==> src/rtl/rs_pe_if.sv <==
// Handshake and job-configuration bundle between the array fabric and one rs_pe.
// The master modport drives jobs and operands; the slave modport is the PE side.
interface rs_pe_if #(
  parameter int DATA_WIDTH    = 16,
  parameter int PSUM_WIDTH    = 32,
  parameter int RF_ADDR_WIDTH = 3
);
  logic                         start;
  logic [RF_ADDR_WIDTH:0]       cfg_size;
  logic                         cfg_acc_psum;
  logic                         cfg_reuse_filter;
  logic                         ifmap_valid;
  logic                         ifmap_ready;
  logic signed [DATA_WIDTH-1:0] ifmap;
  logic                         filter_valid;
  logic                         filter_ready;
  logic signed [DATA_WIDTH-1:0] filter;
  logic                         in_psum_valid;
  logic                         in_psum_ready;
  logic signed [PSUM_WIDTH-1:0] input_psum;
  logic                         out_psum_valid;
  logic                         out_psum_ready;
  logic signed [PSUM_WIDTH-1:0] output_psum;
  logic                         sat;
  logic                         busy;

  modport master (
    output start, cfg_size, cfg_acc_psum, cfg_reuse_filter,
    output ifmap_valid, ifmap, filter_valid, filter,
    output in_psum_valid, input_psum, out_psum_ready,
    input  ifmap_ready, filter_ready, in_psum_ready,
    input  out_psum_valid, output_psum, sat, busy
  );

  modport slave (
    input  start, cfg_size, cfg_acc_psum, cfg_reuse_filter,
    input  ifmap_valid, ifmap, filter_valid, filter,
    input  in_psum_valid, input_psum, out_psum_ready,
    output ifmap_ready, filter_ready, in_psum_ready,
    output out_psum_valid, output_psum, sat, busy
  );
endinterface

==> src/rtl/rs_pe.sv <==
// Row-stationary PE: loads N filter/ifmap taps, N-cycle saturating MAC, optional upstream psum add.
// Best case result 2N+1 cycles after start; every stream and the result stall on valid/ready.
module rs_pe #(
  parameter int DATA_WIDTH    = 16,
  parameter int PSUM_WIDTH    = 32,
  parameter int RF_ADDR_WIDTH = 3
) (
  input logic   clk,
  input logic   rstb,
  rs_pe_if.slave pe
);
  localparam int DEPTH = 2 ** RF_ADDR_WIDTH;
  localparam int CW    = RF_ADDR_WIDTH + 1;

  typedef logic signed [PSUM_WIDTH-1:0] psum_t;
  localparam psum_t PSUM_MAX = {1'b0, {(PSUM_WIDTH-1){1'b1}}};
  localparam psum_t PSUM_MIN = {1'b1, {(PSUM_WIDTH-1){1'b0}}};

  typedef enum logic [2:0] {IDLE, LOAD, MAC, ACC, OUT} state_t;
  state_t state_q, state_d;

  logic [CW-1:0] n_q, n_cfg, if_cnt_q, fl_cnt_q, if_cnt_nx, fl_cnt_nx, idx_q;
  logic          acc_psum_q, reuse_q, sat_q;
  logic signed [DATA_WIDTH-1:0] if_rf [DEPTH];
  logic signed [DATA_WIDTH-1:0] fl_rf [DEPTH];
  psum_t acc_q, out_q, f_ext, i_ext, prod, addend, sum;
  logic signed [PSUM_WIDTH:0] wide;
  logic sum_ovf, ifmap_hs, filter_hs, psum_hs, out_hs;
  logic [RF_ADDR_WIDTH-1:0] idx_a;

  // Readies depend only on registered state so no valid->ready path exists.
  assign pe.ifmap_ready    = (state_q == LOAD) && (if_cnt_q < n_q);
  assign pe.filter_ready   = (state_q == LOAD) && (fl_cnt_q < n_q) && !reuse_q;
  assign pe.in_psum_ready  = (state_q == ACC);
  assign pe.out_psum_valid = (state_q == OUT);
  assign pe.output_psum    = out_q;
  assign pe.sat            = sat_q;
  assign pe.busy           = (state_q != IDLE);

  assign ifmap_hs  = pe.ifmap_valid && pe.ifmap_ready;
  assign filter_hs = pe.filter_valid && pe.filter_ready;
  assign psum_hs   = pe.in_psum_valid && pe.in_psum_ready;
  assign out_hs    = pe.out_psum_valid && pe.out_psum_ready;
  assign if_cnt_nx = if_cnt_q + CW'(ifmap_hs);
  assign fl_cnt_nx = fl_cnt_q + CW'(filter_hs);
  assign idx_a     = idx_q[RF_ADDR_WIDTH-1:0];

  always_comb begin
    n_cfg = pe.cfg_size;
    if (pe.cfg_size == '0)
      n_cfg = CW'(1);
    else if (pe.cfg_size > CW'(DEPTH))
      n_cfg = CW'(DEPTH);
  end

  // One shared saturating adder: MAC products in MAC, the upstream psum in ACC.
  always_comb begin
    f_ext   = psum_t'(fl_rf[idx_a]);
    i_ext   = psum_t'(if_rf[idx_a]);
    prod    = f_ext * i_ext;
    addend  = (state_q == ACC) ? pe.input_psum : prod;
    wide    = {acc_q[PSUM_WIDTH-1], acc_q} + {addend[PSUM_WIDTH-1], addend};
    sum_ovf = (wide[PSUM_WIDTH] != wide[PSUM_WIDTH-1]);
    sum     = wide[PSUM_WIDTH-1:0];
    if (sum_ovf)
      sum = wide[PSUM_WIDTH] ? PSUM_MIN : PSUM_MAX;
  end

  always_comb begin
    state_d = state_q;
    unique case (state_q)
      IDLE: if (pe.start) state_d = LOAD;
      LOAD: if (if_cnt_nx == n_q && (reuse_q || fl_cnt_nx == n_q)) state_d = MAC;
      MAC:  if (idx_q == n_q - CW'(1)) state_d = acc_psum_q ? ACC : OUT;
      ACC:  if (psum_hs) state_d = OUT;
      OUT:  if (out_hs) state_d = IDLE;
      default: state_d = IDLE;
    endcase
  end

  always_ff @(posedge clk or negedge rstb) begin
    if (!rstb) state_q <= IDLE;
    else       state_q <= state_d;
  end

  always_ff @(posedge clk or negedge rstb) begin
    if (!rstb) begin
      n_q        <= '0;
      if_cnt_q   <= '0;
      fl_cnt_q   <= '0;
      idx_q      <= '0;
      acc_psum_q <= 1'b0;
      reuse_q    <= 1'b0;
      sat_q      <= 1'b0;
      acc_q      <= '0;
      out_q      <= '0;
      for (int i = 0; i < DEPTH; i++) begin
        if_rf[i] <= '0;
        fl_rf[i] <= '0;
      end
    end else begin
      unique case (state_q)
        IDLE: if (pe.start) begin
          n_q        <= n_cfg;
          acc_psum_q <= pe.cfg_acc_psum;
          reuse_q    <= pe.cfg_reuse_filter;
          if_cnt_q   <= '0;
          fl_cnt_q   <= '0;
          idx_q      <= '0;
          acc_q      <= '0;
          sat_q      <= 1'b0;
        end
        LOAD: begin
          if (ifmap_hs) begin
            if_rf[if_cnt_q[RF_ADDR_WIDTH-1:0]] <= pe.ifmap;
            if_cnt_q <= if_cnt_nx;
          end
          if (filter_hs) begin
            fl_rf[fl_cnt_q[RF_ADDR_WIDTH-1:0]] <= pe.filter;
            fl_cnt_q <= fl_cnt_nx;
          end
        end
        MAC: begin
          acc_q <= sum;
          sat_q <= sat_q | sum_ovf;
          idx_q <= idx_q + CW'(1);
          if (state_d == OUT) out_q <= sum;
        end
        ACC: if (psum_hs) begin
          acc_q <= sum;
          sat_q <= sat_q | sum_ovf;
          out_q <= sum;
        end
        default: ;
      endcase
    end
  end
endmodule

==> src/flat_wrapper.sv <==
// flat-port wrapper written by rule: the top's interface ports become plain ports
module rs_pe_flat 
#(
  parameter int DATA_WIDTH    = 16,
  parameter int PSUM_WIDTH    = 32,
  parameter int RF_ADDR_WIDTH = 3
)
  (clk, rstb, pe_start, pe_cfg_size, pe_cfg_acc_psum, pe_cfg_reuse_filter, pe_ifmap_valid, pe_ifmap, pe_filter_valid, pe_filter, pe_in_psum_valid, pe_input_psum, pe_out_psum_ready, pe_ifmap_ready, pe_filter_ready, pe_in_psum_ready, pe_out_psum_valid, pe_output_psum, pe_sat, pe_busy);
  rs_pe_if #(.DATA_WIDTH(DATA_WIDTH), .PSUM_WIDTH(PSUM_WIDTH), .RF_ADDR_WIDTH(RF_ADDR_WIDTH)) pe_i ();
  input logic clk;
  input logic rstb;
  input wire logic [$bits(pe_i.start)-1:0] pe_start;
  input wire logic [$bits(pe_i.cfg_size)-1:0] pe_cfg_size;
  input wire logic [$bits(pe_i.cfg_acc_psum)-1:0] pe_cfg_acc_psum;
  input wire logic [$bits(pe_i.cfg_reuse_filter)-1:0] pe_cfg_reuse_filter;
  input wire logic [$bits(pe_i.ifmap_valid)-1:0] pe_ifmap_valid;
  input wire logic [$bits(pe_i.ifmap)-1:0] pe_ifmap;
  input wire logic [$bits(pe_i.filter_valid)-1:0] pe_filter_valid;
  input wire logic [$bits(pe_i.filter)-1:0] pe_filter;
  input wire logic [$bits(pe_i.in_psum_valid)-1:0] pe_in_psum_valid;
  input wire logic [$bits(pe_i.input_psum)-1:0] pe_input_psum;
  input wire logic [$bits(pe_i.out_psum_ready)-1:0] pe_out_psum_ready;
  output wire logic [$bits(pe_i.ifmap_ready)-1:0] pe_ifmap_ready;
  output wire logic [$bits(pe_i.filter_ready)-1:0] pe_filter_ready;
  output wire logic [$bits(pe_i.in_psum_ready)-1:0] pe_in_psum_ready;
  output wire logic [$bits(pe_i.out_psum_valid)-1:0] pe_out_psum_valid;
  output wire logic [$bits(pe_i.output_psum)-1:0] pe_output_psum;
  output wire logic [$bits(pe_i.sat)-1:0] pe_sat;
  output wire logic [$bits(pe_i.busy)-1:0] pe_busy;
  assign pe_i.start = pe_start;
  assign pe_i.cfg_size = pe_cfg_size;
  assign pe_i.cfg_acc_psum = pe_cfg_acc_psum;
  assign pe_i.cfg_reuse_filter = pe_cfg_reuse_filter;
  assign pe_i.ifmap_valid = pe_ifmap_valid;
  assign pe_i.ifmap = pe_ifmap;
  assign pe_i.filter_valid = pe_filter_valid;
  assign pe_i.filter = pe_filter;
  assign pe_i.in_psum_valid = pe_in_psum_valid;
  assign pe_i.input_psum = pe_input_psum;
  assign pe_i.out_psum_ready = pe_out_psum_ready;
  assign pe_ifmap_ready = pe_i.ifmap_ready;
  assign pe_filter_ready = pe_i.filter_ready;
  assign pe_in_psum_ready = pe_i.in_psum_ready;
  assign pe_out_psum_valid = pe_i.out_psum_valid;
  assign pe_output_psum = pe_i.output_psum;
  assign pe_sat = pe_i.sat;
  assign pe_busy = pe_i.busy;
  rs_pe #(.DATA_WIDTH(DATA_WIDTH), .PSUM_WIDTH(PSUM_WIDTH), .RF_ADDR_WIDTH(RF_ADDR_WIDTH)) u_core (.clk(clk), .rstb(rstb), .pe(pe_i));
endmodule
==> config.mk <==
export PLATFORM = sky130hd
export DESIGN_NAME = rs_pe_flat
export DESIGN_NICKNAME = d
export VERILOG_FILES = /design/src/rtl/rs_pe_if.sv /design/src/rtl/rs_pe.sv /design/src/flat_wrapper.sv
export SDC_FILE = /design/constraint.sdc
export NUM_CORES = 1
export LEC_CHECK = 0
export ABC_AREA = 0
export CORE_ASPECT_RATIO = 0.9
export CORE_MARGIN = 10
export CORE_UTILIZATION = 55
export CTS_CLUSTER_DIAMETER = 80
export DETAILED_ROUTE_END_ITERATION = 10
export GPL_TIMING_DRIVEN = 1
export HOLD_SLACK_MARGIN = 0.03
export PLACE_DENSITY = 0.71
export SETUP_SLACK_MARGIN = 0.5
export SLEW_MARGIN = 20
export SYNTH_ARGS = -nofsm -noshare
export SYNTH_HDL_FRONTEND = slang
export SYNTH_SLANG_ARGS = --single-unit
==> constraint.sdc <==
create_clock -name clk -period 25.2 [get_ports clk]
set_clock_uncertainty 0.2 [all_clocks]
set_input_delay 2.52 -clock clk [delete_from_list [all_inputs] [get_ports clk]]
set_output_delay 2.52 -clock clk [all_outputs]
set_load 0.01 [all_outputs]
==> results.md, run 1 <==
* Max cap viols at 0
* Number of H-tree levels at 2
* Worst slew pin tran at 1.17 ns
* Cells after Synth at 2,450
* Commonest non-fill, non-tap cell in the layout: dfrtp_1
* # diodes at 0
* Cell area after layout at around 30,000 um2
* Routed WL at 66.9 mm
* DRT antenna net count at 0
* Slowest-stage cell, CP: mux2i_1
* Status: finished clean
* FF+latch count, synth at roughly 340
* Max incr delay on CP at a little over 0.8 ns
* Vias in the first global route at 20,500
* Tot GR Track Use at 23.4%
* Detailed Place HPWL at 49.0 mm
* CTS Buf Count at 39
* Post-CTS Hold Fix Bufs at 0
* Cell area after synthesis at approximately 27,000 um2
* Slew HR at slightly below 20%
* Layout net count at 3,018
* Period utilisation layout at 48.0%
* Largest net degree at the start of global routing at between 100 and 150
* Crit path launch type: register
* RSZ-0062 raised after global routing: no
* Asr flop ratio synth at 100%
* Grt total ovfl at 0
* Die area at 58,600 um2
* CP most frequent cell: fa_1
* Main synth FF type: dfrtp_1
* Critical path capture point type: register
* Post-synthesis cell type count at roughly 70
* PostCTS Resize Cnt at 0
* Fmax at between 0.08 and 0.09 GHz
* Clock Latency Late Sink at 0.59 ns
* Remaining routing DRC violations at 0
* Worst-path clk slew at 0.06 ns
* GP Congestion at 0.933
* Seq/Total Area, Yosys at 31.6%
* Crit Path Category: register to register
* Die Ht at ~230 um
* Worst path arrival time at around 12 ns
* DR pass1 iterations at 5
* DRT iter0 DRCs at 1,214
* Setup Total Neg Slack at 0 ns
* Root Driver: clkbuf_16
* Hold_ws at between 0.2 and 0.3 ns
* WL/cell at approximately 21 um
* Port-buffer cells at around 110
* Syn Area/Cell at 11.1 um2
* Die width at 254 um
* Worst-path fanout max at 39
* EDFF count, synth at 0
* DR vias/cell at 5.85
* Commonest non-fill, non-tap cells in the layout: dfrtp_1 (339), inv_1 (320), mux2_2 (285)
* Global-route wire length before repair at 109 mm
* Final setup vio count at 0
* Yosys warning count at 0
* Core ar. at ~49,000 um2
* Post-DP Area at 28,900 um2
* Fraction of layout cells with a size suffix above 1 at 18.8%
* I/O pins at 115
* CTS tree: yes
* Min cycle time layout at around 12 ns
* Post-CTS Setup Repair Bufs at 0
* Worst hold path class: register to register
* Final Hold Fails at 0
* Rows at 77
* CTS max path bufs at 3
* Area Growth Syn to Fin at 12.0%
* CTS sink cnt at 342
* Number of fill cells at 3,852
* Worst endpoint required time at 25.45 ns
* Vias at 18,800
* Starting density of the core at 55.4%
* Net Count, Synth at 2,918
* Number of antenna violations at the first check in global routing at 0
* Max Slew Vio Count at 0
==> cell families (layout without fill, tap and decap cells) <==
family	after synthesis	after routing	share of synthesized area, %
adder cells (fa/ha/maj)	391	391	25.3
AO/OA/AOI/OAI	309	309	7.45
AND/OR/NAND/NOR	537	537	8.86
multiplexers	377	377	18.2
buffers and inverters	415	546	5.99
XOR/XNOR	79	79	2.58
flip-flops	342	342	31.6
==> cells in the mapped netlist (all sizes together) (3+ instances only) <==
| cell | instances | area [um2] |
|---|---|---|
| buf | 36 | 200 |
| a211oi | 8 | 65.1 |
| mux4 | 64 | 1440 |
| a21o | 34 | 255 |
| nand2 | 205 | 769 |
| nand2b | 35 | 219 |
| and3 | 9 | 56.3 |
| or4b | 3 | 30.0 |
| nor2 | 194 | 731 |
| nor4 | 4 | 31.3 |
| clkbuf | 58 | 219 |
| or2 | 9 | 56.3 |
| or3 | 3 | 18.8 |
| dfrtp | 342 | 8560 |
| nand4 | 4 | 25.0 |
| mux2 | 285 | 3210 |
| o21bai | 7 | 52.6 |
| nor2b | 11 | 68.8 |
| a21oi | 85 | 425 |
| and2 | 13 | 81.3 |
| nor3b | 8 | 80.1 |
| xor2 | 28 | 253 |
| fa | 263 | 5270 |
| o21ai | 76 | 384 |
| inv | 321 | 1200 |
| a2111oi | 4 | 41.3 |
| ha | 128 | 1600 |
| nand3 | 16 | 80.1 |
| a41oi | 3 | 26.3 |
| o31ai | 5 | 37.5 |
| xnor2 | 51 | 447 |
| o21a | 10 | 75.1 |
| o22a | 4 | 35.0 |
| nand3b | 6 | 45.0 |
| a22o | 44 | 385 |
| a31oi | 7 | 43.8 |
| o211ai | 6 | 45.0 |
| mux2i | 28 | 280 |
| nor3 | 14 | 85.1 |
==> through the flow <==
step,cells,utilization [%],setup WS (ns)
2_1_floorplan,2450,-,14.91
3_3_place_gp,3141,59.1,13.56
3_5_place_dp,3141,59.1,13.29
4_1_cts,3213,62.0,13.18
5_1_grt,3213,62.0,12.39
6_report,3213,62.0,13.11
==> routing by layer <==
layer | share of wire (%) | routed length (um) | vias to the layer above | global-route usage (%)
met2 | 50 | 33400 | 572 | 40.3
li1 | - | - | 8393 | -
met4 | 2.0 | 1360 | 0 | 6.08
met1 | 42 | 28300 | 9732 | 30.5
met5 | 0 | 0 | - | 0
met3 | 5.9 | 3950 | 111 | 3.71
==> path summary, 6_finish.rpt <==
| path | startpoint | end | slack (ns) | cells past startpoint |
|---|---|---|---|---|
| min in group asynchronous | rstb | u_core.pe.output_psum[4] | 1.85 | 1 |
| min | u_core.pe.output_psum[22] | u_core.pe.output_psum[22] | 0.29 | 2 |
| max reg2reg | u_core.idx_q[0] | u_core.acc_q[18] | 13.11 | 35 |
| max | u_core.idx_q[0] | u_core.acc_q[18] | 13.11 | 35 |
| min reg2reg | u_core.pe.output_psum[22] | u_core.pe.output_psum[22] | 0.29 | 2 |
| max in group asynchronous | rstb | u_core.idx_q[0] | 21.25 | 2 |
==> worst max-delay path: cells and delay by family, from the launching register on <==
family,cells,cell delay [ns]
adder cells (fa/ha/maj),8,3.64
flip-flops,1,0.81
multiplexers,2,1.43
AO/OA/AOI/OAI,13,2.96
buffers and inverters,6,1.31
AND/OR/NAND/NOR,6,1.54
==> registers in the layout (all words and copies together) (netlist names) <==
name	count
u_core.pe.sat	1
u_core.fl_rf	128
u_core.if_cnt_q	4
u_core.idx_q	4
u_core.pe.output_psum	32
u_core.state_q	3
u_core.acc_psum_q	1
u_core.fl_cnt_q	4
u_core.reuse_q	1
u_core.n_q	4
u_core.acc_q	32
u_core.if_rf	128
==> final cells by class <==
cell class	count	area (um2)	share of cell area, %
multi-input cells	1693	16900	55.8
clock inverters	21	338	1.11
inverters	321	1200	3.97
well taps	632	791	2.60
clock buffers	51	1070	3.53
flip-flops and latches	342	8560	28.2
repair buffers	153	1440	4.75
Power of run 1 is not shown: default switching activity piles up to over one toggle a cycle in this logic, so the estimate is an artifact.
==> run 2, diff against run 1 <==
- PLACE_DENSITY: 0.71 -> 0.74
- clock period: 25.2 -> 10.6 ns (I/O delays scaled with it)
==> run 2 against run 1 <==
First-iteration DRC count grew 22%. Critical path depth is 2 higher. Via count is 1.4% higher. Maximum frequency grew 24%. Critical endpoint unchanged. Die area unchanged. Wire length is 2.3% higher. Non-clock buffer count rose by 70.
==> results.md, run 2 (synthesis results as in run 1) <==
* Root Driver: clkbuf_16
* Max incr delay on CP at 0.61 ns (-0.21 ns)
* Tot GR Track Use at 24.0% (+0.52 points)
* CTS sink cnt at 342 (unchanged)
* Worst slew pin tran at 1.12 ns (-0.0556 ns)
* WL/cell at 20.9 um (+0.31%)
* Area Growth Syn to Fin at 14.9%
* Final setup vio count at 0 (unchanged)
* Post-DP Area at 29,400 um2 (+1.5%)
* Setup Total Neg Slack at 0 ns (unchanged)
* Die Ht at 231 um (unchanged)
* Status: finished clean
* Crit path launch type: register
* Port-buffer cells at 114 (unchanged)
* Worst hold path class: register to register
* Max cap viols at 0 (unchanged)
* Largest net degree at the start of global routing at 109 (-2.7%)
* Final Hold Fails at 0 (unchanged)
* Die area at 58,600 um2 (unchanged)
* Crit Path Category: register to register
* Global-route wire length before repair at 112 mm (+2.3%)
* Grt total ovfl at 0 (unchanged)
* Cell area after layout at 31,100 um2 (+2.6%)
* Number of H-tree levels at 2 (unchanged)
* CP most frequent cell: fa_1
* Post-CTS Hold Fix Bufs at 0 (unchanged)
* DR vias/cell at 5.82 (-0.60%)
* CTS Buf Count at 37 (-5.1%)
* Worst-path clk slew at 0.06 ns (about the same)
* CTS max path bufs at 3 (unchanged)
* Vias in the first global route at 21,100 (+3.2%)
* Remaining routing DRC violations at 0 (unchanged)
* DRT antenna net count at 0 (unchanged)
* Vias at 19,100 (+1.4%)
* Starting density of the core at 55.4% (unchanged)
* Period utilisation layout at 92.1% (+44 points)
* Slew HR at 25.2% (+5.7 points)
* Layout net count at 3,086 (+2.3%)
* CTS tree: yes
* Min cycle time layout at 9.76 ns (-2.33 ns)
* # diodes at 0 (unchanged)
* Worst endpoint required time at 10.84 ns (-14.61 ns)
* Max Slew Vio Count at 0 (unchanged)
* Worst path arrival time at 10.01 ns (-2.33 ns)
* Critical path capture point type: register
* GP Congestion at 0.974 (+4.3%)
* Worst-path fanout max at 17 (-56%)
* Core ar. at 48,900 um2 (unchanged)
* Clock Latency Late Sink at 0.59 ns (about the same)
* DR pass1 iterations at 6 (+1)
* DRT iter0 DRCs at 1,477 (+22%)
* Fraction of layout cells with a size suffix above 1 at 21.9% (+3.1 points)
* Largest regs: u_core.fl_rf (128), u_core.if_rf (128)
* Slowest-stage cell, CP: or4b_2
* RSZ-0062 raised after global routing: no
* Detailed Place HPWL at 51.1 mm (+4.3%)
* Post-place setup slack at -0.0971 ns (-13.39 ns)
* Number of antenna violations at the first check in global routing at 1 (+1)
* Routed WL at 68.5 mm (+2.3%)
* Rows at 77 (unchanged)
* Setup slack after layout at 0.837 ns (-12.27 ns)
* Commonest non-fill, non-tap cell in the layout: dfrtp_1
* Die width at 254 um (unchanged)
* I/O pins at 115 (unchanged)
* Commonest non-fill, non-tap cells in the layout: dfrtp_1 (339), inv_1 (319), mux2_2 (279)
* Fmax at 0.102 GHz (+24%)
[run 2: per-layer routing]
| layer | up-vias | share of wire [%] | GRT usage, % |
|---|---|---|---|
| met5 | - | 0.022 | 0 |
| met4 | 2 | 3.6 | 8.99 |
| met3 | 165 | 6.6 | 4.73 |
| met2 | 598 | 49 | 39.6 |
| met1 | 9768 | 41 | 30.8 |
| li1 | 8529 | - | - |
[run 2: stage by stage]
stage	cells	util, %	hold slack [ns]
after floorplan	2450	-	0.254
after global placement	3189	60.0	0.282
after detailed placement	3189	60.0	0.282
after CTS	3258	62.8	0.300
after global routing	3276	63.6	0.311
final	3276	63.6	0.302
[run 2: worst paths after layout]
| path | from | end | cells past startpoint | slack, ns |
|---|---|---|---|---|
| min in group asynchronous | rstb | u_core.pe.output_psum[4] | 1 | 0.33 |
| worst max register to register | u_core.idx_q[0] | u_core.acc_q[18] | 37 | 0.84 |
| worst min register to register | u_core.if_rf[17] | u_core.if_rf[17] | 1 | 0.30 |
| max in group asynchronous | rstb | u_core.if_rf[51] | 3 | 7.45 |
| worst max-delay path | u_core.idx_q[0] | u_core.acc_q[18] | 37 | 0.84 |
| worst min-delay path | u_core.if_rf[17] | u_core.if_rf[17] | 1 | 0.30 |
[run 2: area by class of cell]
cell class / instances / area, um2
flip-flops and latches: 342 / 8570
fillers: 3692 / 17800
inverters: 321 / 1200
multi-input cells: 1693 / 17200
clock buffers: 47 / 1010
well taps: 632 / 791
clock inverters: 18 / 267
repair buffers: 223 / 2120
[run 2: what timing repair did]
item | 4_1_cts | 5_1_grt
resized for setup | 14 | 53
pin swaps | 1 | 7
hold endpoints to repair | 0 | 0
setup buffers | 4 | 15
gates cloned | 0 | 2
setup endpoints to repair | 65 | 65
[run 2: critical path, delay by kind of cell (launching register included)]
| kind | cells | cell delay [ns] |
|---|---|---|
| DFF | 1 | 0.42 |
| AOI/OAI and AO/OA | 13 | 2.34 |
| adders and majority gates | 8 | 3.56 |
| muxes | 2 | 0.76 |
| and+or+nand+nor | 6 | 1.41 |
| buffers and inverters | 8 | 0.91 |
Power of run 2 is left out for the same reason.
==> run 3, diff against run 2 <==
- ABC_CLOCK_PERIOD_IN_PS: unset -> 10600
- SKIP_CTS_REPAIR_TIMING: unset -> 1
==> run 3 against run 2 <==
Register-to-register slack got worse by 0.04 ns. Utilization grew 0.24 points. Non-clock buffer count rose by 9. Cell area increased by 0.38%. Sequential cell count did not move. Critical path depth is 1 lower. Hold slack got worse by 0.0011 ns.
==> results.md, run 3 (synthesis results as in run 1) <==
* Slew HR at 25.0% (-0.23 points)
* Final Hold Fails at 0 (unchanged)
* Crit Path Category: register to register
* Routed WL at 68.8 mm (+0.53%)
* Number of H-tree levels at 2 (unchanged)
* DRT antenna net count at 0 (unchanged)
* Worst R2R Start: u_core.idx_q[0]
* Crit path launch: u_core.idx_q[0]
* Root Driver: clkbuf_16
* Worst slew pin tran at 1.12 ns (+0.00344 ns)
* Period utilisation layout at 92.5% (+0.37 points)
* Routed met1 length at 28.5 mm (+1.1%)
* CTS Buf Count at 37 (unchanged)
* Commonest non-fill, non-tap cell in the layout: dfrtp_1
* Hold_ws at 0.301 ns (-0.00106 ns)
* Min cycle time layout at 9.80 ns (+0.0393 ns)
* Crit path depth at 36 (-2.7%)
* Fmax at 0.102 GHz (-0.40%)
* Post-route insts no fill at 3,286 (+0.31%)
* WL/cell at 20.9 um (+0.22%)
* Tot GR Track Use at 23.8% (-0.19 points)
* Max incr delay on CP at 0.61 ns (about the same)
* Core ar. at 48,900 um2 (unchanged)
* Clock Latency Late Sink at 0.59 ns (about the same)
* Largest net degree at the start of global routing at 109 (unchanged)
* Crit path launch type: register
* Starting density of the core at 55.4% (unchanged)
* CP most frequent cell: fa_1
* Layout net count at 3,096 (+0.32%)
* DR vias/cell at 5.85 (+0.56%)
* Status: finished clean
* Rows at 77 (unchanged)
* Setup crit end: u_core.pe.output_psum[18]
* CTS tree: yes
* Vias in the first global route at 21,100 (+0.062%)
* Met3 Wirelength at 4.48 mm (-0.16%)
* RSZ-0062 raised after global routing: no
* Vias at 19,200 (+0.87%)
* Max Slew Vio Count at 0 (unchanged)
* I/O pins at 115 (unchanged)
* Met2 WL at 33.3 mm (about the same)
* Area Growth Syn to Fin at 15.3%
* Die width at 254 um (unchanged)
* Port-buffer cells at 114 (unchanged)
* Buffers & Inverters on Critical Path at 7 (-1)
* Setup Total Neg Slack at 0 ns (unchanged)
* Family with the most delay on the worst path: adder cells
* CTS max path bufs at 3 (unchanged)
* Max cap viols at 0 (unchanged)
* Final setup vio count at 0 (unchanged)
* CTS sink cnt at 342 (unchanged)
* Number of antenna violations at the first check in global routing at 1 (unchanged)
* # diodes at 0 (unchanged)
* Crit Reg-Reg Endpoint: u_core.pe.output_psum[18]
* Worst-path fanout max at 12 (-5)
* DRT iter0 DRCs at 1,403 (-5.0%)
* Top Metal Used: met4
* Register-to-Register Path Depth at 36 (-2.7%)
* Die Ht at 231 um (unchanged)
* Flop2flop setup slack at 0.80 ns (-0.04 ns)
* Worst hold path class: register to register
* Placed insts at 3,189 (unchanged)
* GP Congestion at 0.974 (unchanged)
* Final Util at 63.9% (+0.24 points)
* Worst path arrival time at 10.05 ns (+0.04 ns)
* Critical path capture point type: register
* Largest regs: u_core.fl_rf (128), u_core.if_rf (128)
* Global-route wire length before repair at 111 mm (-0.60%)
* Remaining routing DRC violations at 0 (unchanged)
* Fraction of layout cells with a size suffix above 1 at 22.2% (+0.26 points)
* Worst endpoint required time at 10.84 ns (about the same)
* Detailed Place HPWL at 51.1 mm (unchanged)
* Grt total ovfl at 0 (unchanged)
* Die area at 58,600 um2 (unchanged)
* DR pass1 iterations at 6 (unchanged)
* Slowest-stage cell, CP: or4b_2
* Worst-path clk slew at 0.06 ns (about the same)
* Commonest non-fill, non-tap cells in the layout: dfrtp_1 (339), inv_1 (319), mux2_2 (282)
## run 3: cell types whose count changed in the layout (fill, tap and decap cells not counted), moves of 2 or more
cell       before  now
a2111oi_2       4    2
a2111oi_1       0    2
mux2_4          6    4
buf_4          92   98
buf_16          1    3
ha_4            1    3
mux2i_2         1    3
mux2_2        279  282
ha_1          126  124
## run 3: worst min-delay path by stage
stage	startpoint	end	slack (ns)	cells after the start
5_1_grt	u_core.fl_rf[118]	u_core.fl_rf[118]	0.31	1
3_5_place_dp	u_core.pe.output_psum[19]	u_core.pe.output_psum[19]	0.28	2
4_1_cts	u_core.pe.output_psum[19]	u_core.pe.output_psum[19]	0.30	2
6_report	u_core.if_rf[17]	u_core.if_rf[17]	0.30	1
2_1_floorplan	u_core.acc_q[31]	u_core.acc_q[31]	0.25	2
3_3_place_gp	u_core.fl_rf[76]	u_core.fl_rf[76]	0.28	1
## run 3: layer usage
layer  global-route usage (%)  vias to the layer above
met5                        0                        -
met4                     8.92                        0
met3                     4.64                      175
met2                     39.4                      631
met1                     30.5                     9870
li1                         -                     8552
## run 3: area by class of cell
cell class              instances  area, um2
repair buffers                232       2240
well taps                     632        791
flip-flops and latches        342       8570
clock buffers                  47       1010
fillers                      3687      17700
multi-input cells            1694      17200
clock inverters                18        267
inverters                     321       1200
## run 3: worst reg2reg max path: cells and delay by family, from the launching register on
family                   cells  cell delay [ns]
adder cells (fa/ha/maj)      8             3.52
buffers and inverters        7             0.84
multiplexers                 2             0.87
flip-flops                   1             0.46
AO/OA/AOI/OAI               13             2.35
AND/OR/NAND/NOR              6             1.43
## run 3: per-stage QoR
stage          worst slack, ns  cell area [um2]
6_report                 0.798            31300
5_1_grt                  0.335            31300
2_1_floorplan            0.511            27100
3_5_place_dp           -0.0971            29400
3_3_place_gp             0.226            29400
4_1_cts                 -0.157            30600
Power of run 3 is left out for the same reason.
